## src/rtl/vdma_video_pkg.sv

```systemverilog
`default_nettype none
// +----------------------------------------------------------------------+
// | vdma_video_pkg                                                       |
// | Shared crop-stage state encodings and RGB565 packing helpers.        |
// | Revision: 1.0                                                        |
// +----------------------------------------------------------------------+
package vdma_video_pkg;

    typedef enum logic [1:0] {
        ST_IDLE    = 2'd0,
        ST_WAIT_VS = 2'd1,
        ST_ACTIVE  = 2'd2,
        ST_DONE    = 2'd3
    } crop_state_t;

    localparam int R_MSB          = 23;
    localparam int R_LSB          = 19;
    localparam int G_MSB          = 15;
    localparam int G_LSB          = 10;
    localparam int B_MSB          = 7;
    localparam int B_LSB          = 3;
    localparam int LINE_START_BIT = 16;

    localparam logic [11:0] CNT_MAX = 12'hFFF;

    function automatic logic [15:0] rgb888_to_565(input logic [23:0] rgb);
        return {rgb[R_MSB:R_LSB], rgb[G_MSB:G_LSB], rgb[B_MSB:B_LSB]};
    endfunction

endpackage
`default_nettype wire

```

## src/rtl/edge_generator.sv

```systemverilog
`default_nettype none
// +----------------------------------------------------------------------+
// | edge_generator                                                       |
// | One-cycle rise/fall strobes of a level signal relative to last clk.  |
// | Revision: 1.0                                                        |
// +----------------------------------------------------------------------+
module edge_generator (
    input  logic pclk,
    input  logic prst_n,
    input  logic din,
    output logic rise,
    output logic fall
);

    logic din_q;

    always_ff @(posedge pclk or negedge prst_n) begin
        if (!prst_n) begin
            din_q <= 1'b0;
        end else begin
            din_q <= din;
        end
    end

    assign rise = din & ~din_q;
    assign fall = ~din & din_q;

endmodule
`default_nettype wire

```

## src/rtl/video_crop_rgb565_in.sv

```systemverilog
`default_nettype none
// +----------------------------------------------------------------------+
// | video_crop_rgb565_in                                                 |
// | Crops a raw RGB888 stream to a window and packs it to RGB565.        |
// | Revision: 1.0                                                        |
// +----------------------------------------------------------------------+
module video_crop_rgb565_in
    import vdma_video_pkg::*;
#(
    parameter string VS_ACTIVE_HIGH = "TRUE"
) (
    input  logic        pclk,
    input  logic        prst_n,
    input  logic        in_vsync,
    input  logic        in_de,
    input  logic [23:0] in_rgb,
    input  logic        cfg_enable,
    input  logic [11:0] cfg_x_start,
    input  logic [11:0] cfg_y_start,
    input  logic [11:0] cfg_width,
    input  logic [11:0] cfg_height,
    output logic        vsync,
    output logic        de,
    output logic [16:0] indata,
    output logic [23:0] video_width,
    output logic [11:0] video_height,
    output logic        crop_error
);

    localparam bit VS_INVERT = (VS_ACTIVE_HIGH == "FALSE");

    logic        vs_norm;
    logic        vs_rise;
    logic        vs_fall;
    logic        de_rise;
    logic        de_fall;

    logic        sh_enable;
    logic [11:0] sh_x_start;
    logic [11:0] sh_y_start;
    logic [11:0] sh_width;
    logic [11:0] sh_height;

    crop_state_t state;
    logic [11:0] xcnt;
    logic [11:0] ycnt;
    logic [11:0] px_cnt;
    logic [11:0] line_cnt;
    logic        short_line;
    logic        line_fwd;

    logic [12:0] x_end;
    logic [12:0] y_end;
    logic        in_x;
    logic        in_y;
    logic        row_last;
    logic        fwd;
    logic        first;

    logic        s1_vs;
    logic        s1_de;
    logic [16:0] s1_data;

    assign vs_norm = VS_INVERT ? ~in_vsync : in_vsync;

    edge_generator u_vs_edge (
        .pclk   (pclk),
        .prst_n (prst_n),
        .din    (vs_norm),
        .rise   (vs_rise),
        .fall   (vs_fall)
    );

    edge_generator u_de_edge (
        .pclk   (pclk),
        .prst_n (prst_n),
        .din    (in_de),
        .rise   (de_rise),
        .fall   (de_fall)
    );

    // 13-bit window bounds so x_start+width never wraps into a false match
    assign x_end    = {1'b0, sh_x_start} + {1'b0, sh_width};
    assign y_end    = {1'b0, sh_y_start} + {1'b0, sh_height};
    assign in_x     = (xcnt >= sh_x_start) && ({1'b0, xcnt} < x_end);
    assign in_y     = (ycnt >= sh_y_start) && ({1'b0, ycnt} < y_end);
    assign row_last = ({1'b0, ycnt} == (y_end - 13'd1));
    assign fwd      = (state == ST_ACTIVE) && in_de && !vs_norm && in_x && in_y;
    assign first    = fwd && (de_rise || !line_fwd);

    assign video_width  = {12'd0, sh_width};
    assign video_height = sh_height;

    always_ff @(posedge pclk or negedge prst_n) begin
        if (!prst_n) begin
            sh_enable  <= 1'b0;
            sh_x_start <= 12'd0;
            sh_y_start <= 12'd0;
            sh_width   <= 12'd0;
            sh_height  <= 12'd0;
        end else if (vs_norm) begin
            sh_enable  <= cfg_enable;
            sh_x_start <= cfg_x_start;
            sh_y_start <= cfg_y_start;
            sh_width   <= cfg_width;
            sh_height  <= cfg_height;
        end
    end

    always_ff @(posedge pclk or negedge prst_n) begin
        if (!prst_n) begin
            xcnt <= 12'd0;
            ycnt <= 12'd0;
        end else begin
            if (vs_norm || de_fall) begin
                xcnt <= 12'd0;
            end else if (in_de && xcnt != CNT_MAX) begin
                xcnt <= xcnt + 12'd1;
            end
            if (vs_norm) begin
                ycnt <= 12'd0;
            end else if (de_fall && ycnt != CNT_MAX) begin
                ycnt <= ycnt + 12'd1;
            end
        end
    end

    always_ff @(posedge pclk or negedge prst_n) begin
        if (!prst_n) begin
            state <= ST_IDLE;
        end else if (vs_norm && !sh_enable) begin
            state <= ST_IDLE;
        end else begin
            case (state)
                ST_IDLE: begin
                    if (sh_enable) state <= ST_WAIT_VS;
                end
                ST_WAIT_VS: begin
                    if (vs_fall && sh_width != 12'd0 && sh_height != 12'd0) state <= ST_ACTIVE;
                end
                ST_ACTIVE: begin
                    // A frame that ends before the window is complete restarts cleanly
                    if (vs_rise) state <= ST_WAIT_VS;
                    else if (de_fall && row_last) state <= ST_DONE;
                end
                ST_DONE: begin
                    if (vs_rise) state <= ST_WAIT_VS;
                end
                default: state <= ST_IDLE;
            endcase
        end
    end

    always_ff @(posedge pclk or negedge prst_n) begin
        if (!prst_n) begin
            px_cnt     <= 12'd0;
            line_cnt   <= 12'd0;
            short_line <= 1'b0;
            line_fwd   <= 1'b0;
            crop_error <= 1'b0;
        end else begin
            if (vs_norm) begin
                px_cnt   <= 12'd0;
                line_fwd <= 1'b0;
            end else if (de_rise) begin
                px_cnt   <= fwd ? 12'd1 : 12'd0;
                line_fwd <= fwd;
            end else if (fwd) begin
                line_fwd <= 1'b1;
                if (px_cnt != CNT_MAX) px_cnt <= px_cnt + 12'd1;
            end

            if (vs_norm) begin
                line_cnt   <= 12'd0;
                short_line <= 1'b0;
            end else if (de_fall && state == ST_ACTIVE && in_y) begin
                if (line_cnt != CNT_MAX) line_cnt <= line_cnt + 12'd1;
                if (px_cnt != sh_width) short_line <= 1'b1;
            end

            // Judged against the shadow window of the frame just finished
            if (vs_rise) begin
                if (state == ST_IDLE) begin
                    crop_error <= 1'b0;
                end else begin
                    crop_error <= short_line || (line_cnt != sh_height) ||
                                  (sh_width == 12'd0) || (sh_height == 12'd0);
                end
            end
        end
    end

    always_ff @(posedge pclk or negedge prst_n) begin
        if (!prst_n) begin
            s1_vs   <= 1'b0;
            s1_de   <= 1'b0;
            s1_data <= 17'd0;
            vsync   <= 1'b0;
            de      <= 1'b0;
            indata  <= 17'd0;
        end else begin
            s1_vs   <= vs_norm;
            s1_de   <= fwd;
            s1_data <= fwd ? {first, rgb888_to_565(in_rgb)} : 17'd0;
            vsync   <= s1_vs;
            de      <= s1_de;
            indata  <= s1_data;
        end
    end

endmodule
`default_nettype wire

```

## config.mk

```make
export PLATFORM = sky130hd
export DESIGN_NAME = video_crop_rgb565_in
export DESIGN_NICKNAME = d
export VERILOG_FILES = /design/src/rtl/vdma_video_pkg.sv /design/src/rtl/edge_generator.sv /design/src/rtl/video_crop_rgb565_in.sv
export SDC_FILE = /design/constraint.sdc
export NUM_CORES = 1
export LEC_CHECK = 0
export CORE_ASPECT_RATIO = 1.5
export CORE_MARGIN = 2
export CORE_UTILIZATION = 40
export DETAILED_ROUTE_END_ITERATION = 8
export PLACE_DENSITY_LB_ADDON = 0.1
export SKIP_LAST_GASP = 1
export SLEW_MARGIN = 30
export SYNTH_ARGS = -nofsm -noshare
export SYNTH_HDL_FRONTEND = slang
export SYNTH_SLANG_ARGS = --single-unit
```

## constraint.sdc

```tcl
create_clock -name pclk -period 9.2 [get_ports pclk]
set_input_delay 2.76 -clock pclk [delete_from_list [all_inputs] [get_ports pclk]]
set_output_delay 2.76 -clock pclk [all_outputs]
set_load 0.05 [all_outputs]
```

==> reports/summary.txt, run 1 <==
Worst hold path cell count - 0
Top Ports - 133
Clock Latency Late Sink - 0.43 ns
Classification of the worst setup path - reg -> reg
Fillers - 2033
Sequential-to-total area share from yosys stat - 40.5%
FF-to-FF End - px_cnt[9]$_DFFE_PN0P_
Die H - 185 um
CORE AREA - 21600 um2
Vias per cell - 5.31
RR Startpoint - video_height[0]$_DFFE_PN0P_
Vias in the first global route - 6744
Clk_skew - 0.00616 ns
GR Overflow Total - 0
GPL Wtd Cong - 0.844
Share of the clock period used by the worst path - 56.2%
Die area - 23000 um2
Clock Tree Root - clkbuf_16
Die width - 124 um
# DRC - 0
Max FO, Critical Path - 18
Tmin final - 5.17 ns
Mapped Cells - 883
CP startpoint kind - register
FF-to-FF path depth - 16
Syn Area/Cell - 9.86 um2
Final hold violations - 0
Post-synth EDFFs - 0
Largest net degree at the start of global routing - 75
Post-DP HPWL - 15900 um
Main synth FF type - dfrtp_1
IO Port Bufs - 112
Gr usage total - 19.5%
Leakage - 4.86 nW
Power consumption - 1.95 mW
Hold Startpoint - s1_data[1]$_DFF_PN0_
Synth cell types - 75
Final WL - 21500 um
CP Capture Type - register
Vias - 6787
Worst min path class - reg -> reg
Layout cell share with drive strength beyond 1 - 8.66%
Cell Area, Synth - 8700 um2
Setup TNS - 0 ns
Worst Tran Pin Value - 0.922 ns
Clock transition at the registers of the reported paths - 0.06 ns
Routed length per instance - 16.9 um
Pwr/cell area - 183 nW/um2
Initial detailed-routing violation count - 305
Post-synth ARST share - 100%
Footprint of the multi-input gates - 4810 um2
CTS buffer count - 17
ANT nets after route - 0
Worst hold endpoint - indata[1]$_DFF_PN0_
Nets - 1150
Final setup fails - 0
CTS resizes - 0
Clock buffer depth - 2
# hold bufs at CTS - 0
Cell Rows - 66
Initial Util - 40.4%
Clk sinks - 141
R2R Setup Slk - 4.03 ns
Synth top area share - 40.5%
Status - finished, final reports clean
Antenna diodes - 0
Max-Cap Viols - 0
Post-synthesis register bit count - 141
Post-CTS Setup Bufs - 0
Critical path required time - 9.55 ns
First-pass GRT wire length - 35300 um
Peak VDD IR - 0.000136 V
Final max-slew violation count - 0
Antenna violations before repair - 0
Area leader, netlist - dfrtp_1
Synth-to-Final Area Change - 22.3%
CTS tree - built
Worst relative slew slack - 37.8%
DRT Pass-1 Iters - 4
Ranking of synthesized cells by area - dfrtp_1, ha_1, xnor2_1
Reg area - 3530 um2
Peak Freq - 193 MHz
YS warnings - 0
RSZ-0062 raised after global routing - false
Arrival time of the worst setup path - 5.53 ns
# H-tree levels - 4
-- flip-flops by register name, summed over array words and instances, names as in the netlist, 2 cells and up --
name          cells
sh_y_start       12
sh_x_start       12
video_height     12
indata           17
s1_data          17
xcnt             12
line_cnt         12
state             2
px_cnt           12
ycnt             12
sh_width         12
-- worst max-delay path by stage --
stage | start | to | slack (ns) | cells after the start
2_1_floorplan | in_de | state[1]$_DFFE_PN0P_ | 4.78 | 7
3_3_place_gp | in_de | state[1]$_DFFE_PN0P_ | 3.51 | 8
3_5_place_dp | in_de | state[1]$_DFFE_PN0P_ | 3.53 | 8
4_1_cts | in_de | state[1]$_DFFE_PN0P_ | 3.98 | 8
5_1_grt | video_height[0]$_DFFE_PN0P_ | px_cnt[9]$_DFFE_PN0P_ | 3.70 | 16
6_report | video_height[0]$_DFFE_PN0P_ | px_cnt[9]$_DFFE_PN0P_ | 4.03 | 16
-- layout make-up --
class	count	share of cell area, %
well taps	272	3.20
clock inverters	13	1.92
flip-flops and latches	141	33.1
repair buffers	115	10.8
clock buffers	19	4.07
multi-input cells	668	45.2
inverters	49	1.73
-- cells in the mapped netlist (all sizes together) (17+ instances only) --
master    n
o21ai    50
dfrtp   141
xor2     38
inv      49
mux2     26
nand3    36
and2     19
a21o     18
xnor2    42
clkbuf   20
nor2     58
nor4     17
a21oi    42
nand2    65
and3     17
ha       79
-- per-stage QoR --
| stage | setup slack [ns] | instances | area (um2) | hold slack, ns | util [%] |
|---|---|---|---|---|---|
| 2_1_floorplan | 4.78 | 894 | 8740 | 0.331 | - |
| 3_3_place_gp | 3.51 | 1245 | 10000 | 0.332 | 46.4 |
| 3_5_place_dp | 3.53 | 1245 | 10000 | 0.336 | 46.4 |
| 4_1_cts | 3.98 | 1277 | 10600 | 0.350 | 49.4 |
| 5_1_grt | 3.70 | 1277 | 10600 | 0.356 | 49.4 |
| 6_report | 4.03 | 1277 | 10600 | 0.347 | 49.4 |
-- power by group --
group          switching (mW)  total, mW  internal, mW
Sequential             0.0397      0.688         0.648
Clock                   0.293      0.755         0.462
Combinational           0.291      0.502         0.211
-- critical path, stage by stage (launching register included) --
cell	delay, ns
dfrtp_1	0.57
ha_1	0.25
inv_1	0.06
fa_1	0.38
nand2b_1	0.17
a21oi_1	0.44
o31ai_1	0.16
xor2_1	0.55
ha_1	0.37
a21oi_1	0.19
or2b_2	0.31
o211ai_1	0.24
a21o_1	0.23
and3_4	0.24
nand4_4	0.23
or4_1	0.55
a21oi_1	0.15
-- layout by cell type, fill, tap and decap left out, types with 4 or more instances in the layout --
cell type | Yosys | final
o31ai_1 | 4 | 4
a31oi_1 | 6 | 6
clkdlybuf4s50_1 | 0 | 110
nor4_1 | 17 | 17
nor2_1 | 58 | 58
nand4_1 | 15 | 15
mux2i_1 | 4 | 4
conb_1 | 1 | 12
a21o_1 | 17 | 17
xnor2_1 | 42 | 42
a211o_1 | 4 | 4
and2_1 | 18 | 18
o211ai_1 | 6 | 6
nand2b_1 | 11 | 11
or3_1 | 12 | 12
xor2_1 | 37 | 37
clkbuf_16 | 0 | 17
inv_6 | 0 | 4
or4_1 | 4 | 4
a21oi_1 | 42 | 42
nand2_1 | 65 | 65
and3_1 | 14 | 14
nor2b_1 | 5 | 5
and4_1 | 5 | 5
inv_1 | 49 | 49
dfrtp_1 | 141 | 141
nor3_1 | 16 | 16
mux2_2 | 26 | 26
nand3_1 | 35 | 35
o21ai_0 | 49 | 49
ha_1 | 79 | 79
o21a_1 | 8 | 8
bufinv_16 | 0 | 4
-- per-layer routing --
layer	track usage (%)	vias to the layer above	wire, um
li1	-	3355	-
met1	22.9	3275	9280
met2	35.7	138	11200
met3	3.66	19	659
met4	6.52	0	374
met5	0	-	0
-- cells by family after synthesis --
logic type / count (synthesis) / synth area share (%)
other: 1 / 0.0431
AO/OA/AOI/OAI: 176 / 13.7
buffers and inverters: 85 / 4.64
multiplexers: 30 / 3.82
adder cells (fa/ha/maj): 81 / 11.8
XOR/XNOR: 80 / 8.14
AND/OR/NAND/NOR: 289 / 17.2
flip-flops: 141 / 40.5
Note: power is estimated with default switching activity, not from simulation.
==> inputs of run 2 (changes only) <==
- clock period: 9.2 -> 4.95 ns (I/O delays scaled with it)
==> reports/summary.txt, run 2 (synthesis results as in run 1) <==
Hold Startpoint - s1_data[11]$_DFF_PN0_ (was s1_data[1]$_DFF_PN0_)
GR Overflow Total - 0 (unchanged)
Layout cell share with drive strength beyond 1 - 10.0% (was 8.66%)
GPL Wtd Cong - 0.839 (was 0.844)
Antenna diodes - 0 (unchanged)
Cell family with most CP delay - simple AND/OR/NAND/NOR gates (unchanged)
Routed length per instance - 16.8 um (was 16.9 um)
Vias - 6816 (was 6787)
Worst Tran Pin Value - 0.898 ns (was 0.922 ns)
Nets - 1163 (was 1150)
CP Capture Type - register (unchanged)
Antenna violations before repair - 0 (unchanged)
Placed Area - 10100 um2 (was 10000 um2)
Final setup fails - 0 (unchanged)
Util after Layout - 49.6% (was 49.4%)
Initial detailed-routing violation count - 309 (was 305)
Slowest stage cell, crit path - or4_1 (was dfrtp_1)
Max-Cap Viols - 0 (unchanged)
Max FO, Critical Path - 18 (unchanged)
Biggest regs - indata (17), s1_data (17) (unchanged)
Clock Latency Late Sink - 0.44 ns (was 0.43 ns)
Most common cell after layout, fill and taps aside - dfrtp_1 (unchanged)
Synth-to-Final Area Change - 22.9% (was 22.3%)
Post-CTS Setup Bufs - 0 (unchanged)
Largest net degree at the start of global routing - 76 (was 75)
First-pass GRT wire length - 35800 um (was 35300 um)
CTS tree - built (unchanged)
Leakage - 4.89 nW (was 4.86 nW)
Critical path required time - 5.31 ns (was 9.55 ns)
RR Startpoint - video_height[0]$_DFFE_PN0P_ (unchanged)
Final Cell Area - 10700 um2 (was 10600 um2)
Buf+Inv Stages, Crit Path - 2 (was 1)
Status - finished, final reports clean (unchanged)
Final hold violations - 0 (unchanged)
Met1 Track Usage GR - 22.6% (was 22.9%)
DRT Pass-1 Iters - 4 (unchanged)
Die width - 124 um (unchanged)
IO Port Bufs - 112 (unchanged)
Share of the clock period used by the worst path - 91.1% (was 56.2%)
CP Cell Sequence - ha_1 > inv_1 > fa_1 > nand2b_1 > a21oi_1 > o32ai_1 > nor2_1 > inv_1 > ha_1 > a21o_1 > a21oi_1 > or2b_2 > o211ai_1 > a21o_1 > and3_4 > nand4_4 > or4_1 > a21oi_1 (was ha_1 > inv_1 > fa_1 > nand2b_1 > a21oi_1 > o31ai_1 > xor2_1 > ha_1 > a21oi_1 > or2b_2 > o211ai_1 > a21o_1 > and3_4 > nand4_4 > or4_1 > a21oi_1)
Clk_skew - 0.0147 ns (was 0.00616 ns)
CTS buffer count - 17 (unchanged)
Classification of the worst setup path - reg -> reg (unchanged)
Clock buffer depth - 2 (unchanged)
# H-tree levels - 4 (unchanged)
Crit-path most repeated cell - a21oi_1 (unchanged)
Die H - 185 um (unchanged)
CTS resizes - 0 (unchanged)
Tmin final - 4.51 ns (was 5.17 ns)
Grt met3 use - 3.57% (was 3.66%)
CORE AREA - 21600 um2 (unchanged)
Post-DP HPWL - 16500 um (was 15900 um)
# hold bufs at CTS - 0 (unchanged)
Top Ports - 133 (unchanged)
GRT busiest layer - met2 (unchanged)
Worst min path class - reg -> reg (unchanged)
Peak Freq - 222 MHz (was 193 MHz)
Slowest stage delay, CP - 0.53 ns (was 0.57 ns)
ANT nets after route - 0 (unchanged)
Cell Rows - 66 (unchanged)
Final max-slew violation count - 0 (unchanged)
Arrival time of the worst setup path - 4.87 ns (was 5.53 ns)
Clock transition at the registers of the reported paths - 0.07 ns (was 0.06 ns)
Peak VDD IR - 0.000247 V (was 0.000136 V)
Fin Hold WS - 0.348 ns (was 0.347 ns)
Final WL - 21700 um (was 21500 um)
Power consumption - 3.50 mW (was 1.95 mW)
Critical Path Start - video_height[0]$_DFFE_PN0P_ (unchanged)
GRT met2 Usage - 36.0% (was 35.7%)
Pwr/cell area - 327 nW/um2 (was 183 nW/um2)
Clk sinks - 141 (unchanged)
Vias per cell - 5.28 (was 5.31)
Setup TNS - 0 ns (unchanged)
Most frequent cells in the layout - dfrtp_1, clkdlybuf4s50_1, ha_1, nand2_1, nor2_1 (unchanged)
Clock Tree Root - clkbuf_16 (unchanged)
Initial Util - 40.4% (unchanged)
Die area - 23000 um2 (unchanged)
Fillers - 2027 (was 2033)
Worst relative slew slack - 39.4% (was 37.8%)
Vias in the first global route - 6988 (was 6744)
Gr usage total - 19.6% (was 19.5%)
# DRC - 0 (unchanged)
CP startpoint kind - register (unchanged)
RSZ-0062 raised after global routing - false (unchanged)
==> run 2: worst register-to-register path: cells and delay by family (launching register included) <==
kind,cells,cell delay (ns)
buf+inv,2,0.13
flops,1,0.42
simple gates,6,1.67
fa+ha+maj,3,0.76
compound gates,7,1.47
==> run 2: metal layers <==
metal  up-vias  wire length (um)
li1       3374                 -
met1      3270              9090
met2       142             11300
met3        30               766
met4         0               591
met5         -                 0
==> run 2: cell type report <==
type | count | area [um2] | share of cell area [%]
multi-input cells | 668 | 4810 | 45.0
flip-flops and latches | 141 | 3530 | 33.0
repair buffers | 128 | 1250 | 11.7
clock buffers | 17 | 425 | 3.98
well taps | 272 | 340 | 3.18
inverters | 49 | 184 | 1.72
clock inverters | 15 | 151 | 1.42
==> run 2: power by group <==
part,switching [mW],internal (mW)
combinational,0.540,0.403
sequential,0.0690,1.20
clock,0.569,0.710
==> run 2: worst paths after layout <==
path                            slack (ns)                   endpoint  cells after the start
worst max-delay path                  0.44      px_cnt[9]$_DFFE_PN0P_                     18
worst min-delay path                  0.35       indata[11]$_DFF_PN0_                      0
worst max register to register        0.44      px_cnt[9]$_DFFE_PN0P_                     18
worst min register to register        0.35       indata[11]$_DFF_PN0_                      0
max in group asynchronous             2.99  sh_y_start[1]$_DFFE_PN0P_                      2
min in group asynchronous             1.05       indata[10]$_DFF_PN0_                      1
==> run 2: through the flow <==
step           std cells  worst slack, ns
6_report            1290            0.443
5_1_grt             1290           0.0857
4_1_cts             1290            0.361
3_5_place_dp        1258            0.363
3_3_place_gp        1258            0.406
2_1_floorplan        894            0.539
